**config.mk**
```make
export PLATFORM = sky130hd
export DESIGN_NAME = load_store_unit
export DESIGN_NICKNAME = d
export VERILOG_FILES = /design/src/rtl/load_store_unit.sv
export SDC_FILE = /design/constraint.sdc
export NUM_CORES = 1
export LEC_CHECK = 0
export BUFFER_PORTS_ARGS = -buffer_cell sky130_fd_sc_hd__buf_2
export CAP_MARGIN = 15
export CELL_PAD_IN_SITES_DETAIL_PLACEMENT = 1
export CELL_PAD_IN_SITES_GLOBAL_PLACEMENT = 1
export CORE_UTILIZATION = 35
export DETAILED_ROUTE_END_ITERATION = 10
export PLACE_DENSITY = 0.9
export SKIP_LAST_GASP = 1
export SLEW_MARGIN = 25
export SYNTH_ARGS = -nofsm -noshare
export SYNTH_HDL_FRONTEND = slang
export SYNTH_SLANG_ARGS = --single-unit
```
**constraint.sdc**
```tcl
create_clock -name clk -period 2.05 [get_ports clk]
set_input_delay 0.205 -clock clk [delete_from_list [all_inputs] [get_ports clk]]
set_output_delay 0.205 -clock clk [all_outputs]
set_load 0.03 [all_outputs]
```
**src/rtl/load_store_unit.sv**
```systemverilog
// Load/store initiator for the data-memory MMIO bus: steers byte lanes, builds byte
// masks, waits out the read latency and sign/zero-extends loads; flags misaligned requests.
module load_store_unit #(
  parameter int READ_LATENCY = 1
) (
  input  logic        clk,
  input  logic        resetn,
  input  logic        start,
  input  logic        isStore,
  input  logic [2:0]  funct3,
  input  logic [31:0] address,
  input  logic [31:0] storeData,
  output logic        busy,
  output logic        done,
  output logic        fault,
  output logic [31:0] loadData,
  output logic [31:0] memAddress,
  output logic [31:0] memWriteData,
  output logic        memWrite,
  output logic [3:0]  byteMask,
  input  logic [31:0] memReadData
);

  typedef enum logic [2:0] {
    IDLE,
    STORE,
    LOAD_WAIT,
    LOAD_CAPTURE,
    DONE
  } state_t;

  localparam logic [1:0] CNT_LAST = 2'(READ_LATENCY - 1);

  state_t      state_q, state_d;
  logic [1:0]  cnt_q, cnt_d;
  logic [2:0]  funct3_q, funct3_d;
  logic [1:0]  addr_lo_q, addr_lo_d;
  logic        busy_q, busy_d;
  logic        done_q, done_d;
  logic        fault_q, fault_d;
  logic [31:0] load_data_q, load_data_d;
  logic [31:0] mem_address_q, mem_address_d;
  logic [31:0] mem_write_data_q, mem_write_data_d;
  logic        mem_write_q, mem_write_d;
  logic [3:0]  byte_mask_q, byte_mask_d;

  logic        code_ok;
  logic        aligned;
  logic [3:0]  store_mask;
  logic [31:0] store_lanes;
  logic [7:0]  rd_byte;
  logic [15:0] rd_half;
  logic [31:0] load_ext;

  // Request decode, evaluated on the live inputs while IDLE.
  always_comb begin
    code_ok = isStore ? (funct3 inside {3'b000, 3'b001, 3'b010})
                      : (funct3 inside {3'b000, 3'b001, 3'b010, 3'b100, 3'b101});
    aligned = 1'b0;
    store_mask = 4'b1111;
    store_lanes = storeData;
    case (funct3[1:0])
      2'b00: begin
        aligned = 1'b1;
        store_mask = 4'b0001 << address[1:0];
        store_lanes = {4{storeData[7:0]}};
      end
      2'b01: begin
        aligned = ~address[0];
        store_mask = 4'b0011 << address[1:0];
        store_lanes = {2{storeData[15:0]}};
      end
      2'b10: aligned = (address[1:0] == 2'b00);
      default: aligned = 1'b0;
    endcase
  end

  // Lane selection and extension of the returned word, using the latched request.
  always_comb begin
    rd_byte = memReadData[7:0];
    case (addr_lo_q)
      2'b00: rd_byte = memReadData[7:0];
      2'b01: rd_byte = memReadData[15:8];
      2'b10: rd_byte = memReadData[23:16];
      default: rd_byte = memReadData[31:24];
    endcase
    rd_half = addr_lo_q[1] ? memReadData[31:16] : memReadData[15:0];
    case (funct3_q)
      3'b000: load_ext = {{24{rd_byte[7]}}, rd_byte};
      3'b001: load_ext = {{16{rd_half[15]}}, rd_half};
      3'b100: load_ext = {24'h0, rd_byte};
      3'b101: load_ext = {16'h0, rd_half};
      default: load_ext = memReadData;
    endcase
  end

  always_comb begin
    state_d = state_q;
    cnt_d = cnt_q;
    funct3_d = funct3_q;
    addr_lo_d = addr_lo_q;
    busy_d = busy_q;
    done_d = 1'b0;
    fault_d = 1'b0;
    load_data_d = load_data_q;
    mem_address_d = mem_address_q;
    mem_write_data_d = mem_write_data_q;
    mem_write_d = 1'b0;
    byte_mask_d = 4'b0000;
    case (state_q)
      IDLE: begin
        if (start) begin
          funct3_d = funct3;
          addr_lo_d = address[1:0];
          mem_address_d = {address[31:2], 2'b00};
          busy_d = 1'b1;
          if (!(code_ok && aligned)) begin
            state_d = DONE;
            done_d = 1'b1;
            fault_d = 1'b1;
          end else if (isStore) begin
            state_d = STORE;
            mem_write_d = 1'b1;
            byte_mask_d = store_mask;
            mem_write_data_d = store_lanes;
          end else begin
            state_d = LOAD_WAIT;
            cnt_d = 2'd0;
          end
        end
      end
      STORE: begin
        state_d = DONE;
        done_d = 1'b1;
      end
      LOAD_WAIT: begin
        if (cnt_q == CNT_LAST) begin
          state_d = LOAD_CAPTURE;
        end else begin
          cnt_d = cnt_q + 2'd1;
        end
      end
      LOAD_CAPTURE: begin
        load_data_d = load_ext;
        state_d = DONE;
        done_d = 1'b1;
      end
      DONE: begin
        state_d = IDLE;
        busy_d = 1'b0;
      end
      default: begin
        state_d = IDLE;
        busy_d = 1'b0;
      end
    endcase
  end

  always_ff @(posedge clk or negedge resetn) begin
    if (!resetn) begin
      state_q <= IDLE;
      cnt_q <= 2'd0;
      funct3_q <= 3'd0;
      addr_lo_q <= 2'd0;
      busy_q <= 1'b0;
      done_q <= 1'b0;
      fault_q <= 1'b0;
      load_data_q <= 32'h0;
      mem_address_q <= 32'h0;
      mem_write_data_q <= 32'h0;
      mem_write_q <= 1'b0;
      byte_mask_q <= 4'b0000;
    end else begin
      state_q <= state_d;
      cnt_q <= cnt_d;
      funct3_q <= funct3_d;
      addr_lo_q <= addr_lo_d;
      busy_q <= busy_d;
      done_q <= done_d;
      fault_q <= fault_d;
      load_data_q <= load_data_d;
      mem_address_q <= mem_address_d;
      mem_write_data_q <= mem_write_data_d;
      mem_write_q <= mem_write_d;
      byte_mask_q <= byte_mask_d;
    end
  end

  assign busy = busy_q;
  assign done = done_q;
  assign fault = fault_q;
  assign loadData = load_data_q;
  assign memAddress = mem_address_q;
  assign memWriteData = mem_write_data_q;
  assign memWrite = mem_write_q;
  assign byteMask = byte_mask_q;

endmodule

```
==> Word-level counts from Yosys, hierarchy flattened <==
Index checks and enable logic that the tools add are counted.
{ "word_totals": {"reg_bits": 112, "input_bits": 103, "output_inout_bits": 104, "word_cells": 85} }
{ "classes": {"add_sub_neg": 1, "n_eq_ne": 19, "shifts": 2, "muxes": 31, "bitwise_logic": 2, "reduce_logical": 18} }
{ "op_table": {"columns": ["op", "n"], "rows": [
  ["$pmux 32 s4", 1],
  ["$pmux 32 s2", 1],
  ["$pmux 8 s3", 1],
  ["$mux 16", 1],
  ["$mux 4", 4],
  ["$eq 3x3->1 const B", 4],
  ["$mux 2", 5],
  ["$ne 2x2->1 const B", 5],
  ["$eq 3x1->1 const B", 3],
  ["$eq 3x2->1 const B", 3],
  ["$logic_not 3->1", 3],
  ["$mux 1", 9],
  ["$mux 3", 3],
  ["$pmux 3 s3", 1],
  ["$logic_not 2->1", 4],
  ["$pmux 4 s2", 1],
  ["$reduce_and 2->1", 3],
  ["$reduce_and 5->1", 1],
  ["$reduce_bool 5->1", 1],
  ["$eq 2x1->1 const B", 2],
  ["$eq 2x2->1 const B", 2],
  ["$pmux 1 s2", 2],
  ["$pmux 2 s2", 1],
  ["$reduce_and 4->1", 1],
  ["10 further kinds", 11]
]} }

==> Longest topological paths before layout <==
{ "depth": {"word_depth": 7, "ltp_mapped": 6} }

==> Worst setup path after synthesis <==
Ideal clock, no wire load.
{ "synth_path": {"path_type": "reg-to-reg", "startpoint": "register state_q[2]", "endpoint": "register mem_write_data_q[1] (netlist: memWriteData[1])", "setup_ps": 128, "arrival_ps": 1495, "slack_ps": 427, "path_stages_with_launch": 5, "n_path_buf": 1, "path_cell_list": "dfrtp_1 -> nor4b_4 -> o211ai_2 -> buf_2 -> mux2_1"} }
{ "synth_via": {"elab_chain_len": 2} }
{ "synth_rtl": {"columns": ["element", "line_no", "source"], "rows": [
  ["from (decl)", "34", "state_t state_q, state_d;"],
  ["from (signal assigned)", "174", "state_q <= state_d;"],
  ["$logic_not 3->1", "110", "case (state_q)"],
  ["$reduce_and 4->1 (no line)", null, null],
  ["to (signal assigned)", "183", "mem_write_data_q <= mem_write_data_d;"],
  ["to (decl)", "43", "logic [31:0] mem_write_data_q, mem_write_data_d;"]
]} }
No other way between the ends.
A chain may end at the register's enable or synchronous reset.

==> Worst setup path after layout <==
{ "layout_path": {"startpoint": "register state_q[2]", "endpoint": "register mem_write_data_q[22] (netlist: memWriteData[22])"} }
The elaborated chain is that of the path after synthesis.

==> metrics <==
syn avg cell area=9.26 um2; final hold violation count=0; WL/cell=16.8 um; vias per cell=5.01; DPL Wire Length=11.9 mm; end of the critical path=memWriteData[22]; setup violators final=0; first-pass GRT wire length=24.5 mm; Setup CP Type=flip-flop to flip-flop; hold depth=3; Peak VDD IR=0.000682 V; Gate power share=47.7%; Rel. slew slack=39.6%; EDFF count, synth=0; gp weighted congestion=0.818; MaxCap Viol Count=0; crit end category=flip-flop; I/O Buffers=204; Post-synth top flop=dfrtp_1; nets=868; TritonRoute pass-1 iters=4; drc violations=0; total grt overflow=0; Synth Instances=562; area delta synth->final=31.6%; Power Dens Cells=1600 nW/um2; post-route minimum period=1820 ps; outcome=completed; CP Max Fanout=35; Switching Power=5.11 mW; Tcrit/Tclk final=89.0%; Worst Hold Margin=41.7 ps; sequential share of the synthesized area=53.9%; r2r endpoint=memWriteData[22]; LEAKAGE=3.58 nW; unrepaired setup endpoints after global routing=false; root buf cell=clkbuf_16; Pint=5.88 mW; die area=15400 um2; largest net degree at the start of global routing=76; post-placement cell area=6510 um2; Yosys reg bits=112; clk_lat worst skew=350 ps; initial antenna violation count=0; Clock Pin Slew Worst Setup and Hold Paths=80 ps; setup total negative slack=0 ps; Worst-Margin Slew=902 ps; Hold Crit Class=input pin to flip-flop; Mapped Area=5200 um2; required time of the critical path=2250 ps; crit path DAT=2030 ps; drt total wl=16.0 mm; commonest non-fill, non-tap cell in the layout=buf_2; Clk network pwr share=17.6%; Synth Warn #=0; TritonCTS clock tree=yes; Fmax=548 MHz; clk buf depth=2; R2R depth=5; CTS Buf Count=9; H-tree depth=3; Die W=124 um; # diodes=0; Sw Ratio=46.5%; Routed Antenna Nets=0; post-layout util=47.1%; r2r setup slk=230 ps; row cnt=44; I/O pins=207; skew final=8.26 ps; CP Launch Point=state_q[2]; post-synth cell types=40; Final Max Tran Viols=0; final instance area=6850 um2; core area=14500 um2; Clock Sinks=112; Startpoint Class=flip-flop; Die H=124 um; share of layout cells above drive strength 1=33.4%; vias in the first global route=4780; GRT Util Overall=20.8%; Reg power frac=34.7%; FFs w/ async S/R, synth=100%; Initial Utilization=35.8%; DR iter-0 viols=232; Worst R2R Start=state_q[2]; Vias=4777; most frequent cells in the layout=buf_2, nand2_1, dfrtp_1, o21ai_0, a21oi_1
## critical path: stages, from the launching register on
cell and delay, ps:
dfrtp_1 470, nor4b_4 390, o211ai_4 370, buf_4 300
nand2_1 70, o21ai_0 70
## logic make-up after synthesis
group / synth area share [%]
compound gates: 13.2
fa+ha+maj: 0.240
buf+inv: 3.99
flops: 53.9
mux: 9.62
other cells: 0.0721
simple gates: 19.0
## flip-flops by register name (all words and copies together), names as in the netlist
signal        flops
memAddress       30
addr_lo_q         2
byteMask          4
cnt_q             2
state_q           3
fault             1
busy              1
funct3_q          3
memWriteData     32
loadData         32
memWrite          1
done              1
## stage by stage
step / std cells / setup slack [ps] / total power [mW]
after CTS: 953 / 33.9 / 11.1
final: 953 / 226 / 11.0
after global routing: 953 / 75.6 / 11.7
after floorplan: 563 / 427 / 7.32
after global placement: 936 / 167 / 8.95
after detailed placement: 936 / 58.6 / 9.15
## how the worst min path moves through the flow
stage | from | to
final | address[5] | memAddress[5]
after detailed placement | resetn | memAddress[26]
after global placement | resetn | memAddress[26]
after CTS | address[5] | memAddress[5]
after floorplan | resetn | addr_lo_q[0]
after global routing | address[10] | memAddress[10]
## cells in the mapped netlist (all sizes together), types with 3 or more instances
| cell | instances | share of area, % |
|---|---|---|
| a21boi | 3 | 0.50 |
| a21oi | 39 | 3.8 |
| and2 | 7 | 0.84 |
| buf | 16 | 1.7 |
| clkbuf | 21 | 1.5 |
| dfrtp | 112 | 54 |
| inv | 11 | 0.79 |
| mux2 | 16 | 3.5 |
| mux2i | 32 | 6.2 |
| nand2 | 175 | 13 |
| nand2b | 9 | 1.1 |
| nand3b | 4 | 0.58 |
| nor2 | 16 | 1.2 |
| nor2b | 3 | 0.36 |
| nor3 | 3 | 0.38 |
| o211ai | 3 | 0.53 |
| o21ai | 52 | 5.0 |
| o22ai | 17 | 2.0 |
| or3 | 8 | 0.96 |
## power groups by stage
stage	registers [mW]	clock network, mW	logic [mW]
after floorplan	5.54	0	1.78
after global placement	3.81	0	5.14
after detailed placement	3.86	0	5.29
after CTS	3.83	1.97	5.30
after global routing	3.96	2.04	5.71
final	3.81	1.93	5.24
## per-layer routing
metal | up-vias | track usage, % | routed length (um)
li1 | 2285 | - | -
met1 | 2295 | 26.4 | 6760
met2 | 168 | 34.5 | 7740
met3 | 29 | 4.53 | 1150
met4 | 0 | 8.33 | 395
met5 | - | 0 | 0
## what timing repair did
action                     CTS  global route
gates resized for setup      0             1
setup buffers                0             0
hold endpoints to repair     8             0
hold buffers                 1             0
setup endpoints to repair    0            16
## cell type report
type                            count  area [um2]
Fill cell                        1777        7680
Tap cell                          184         230
Multi-Input combinational cell    403        2210
Sequential cell                   112        2800
Clock buffer                       12         267
Clock inverter                      4        58.8
Inverter                           11        41.3
Timing Repair Buffer              227        1240
No activity file was read; power rests on OpenSTA's default activity.
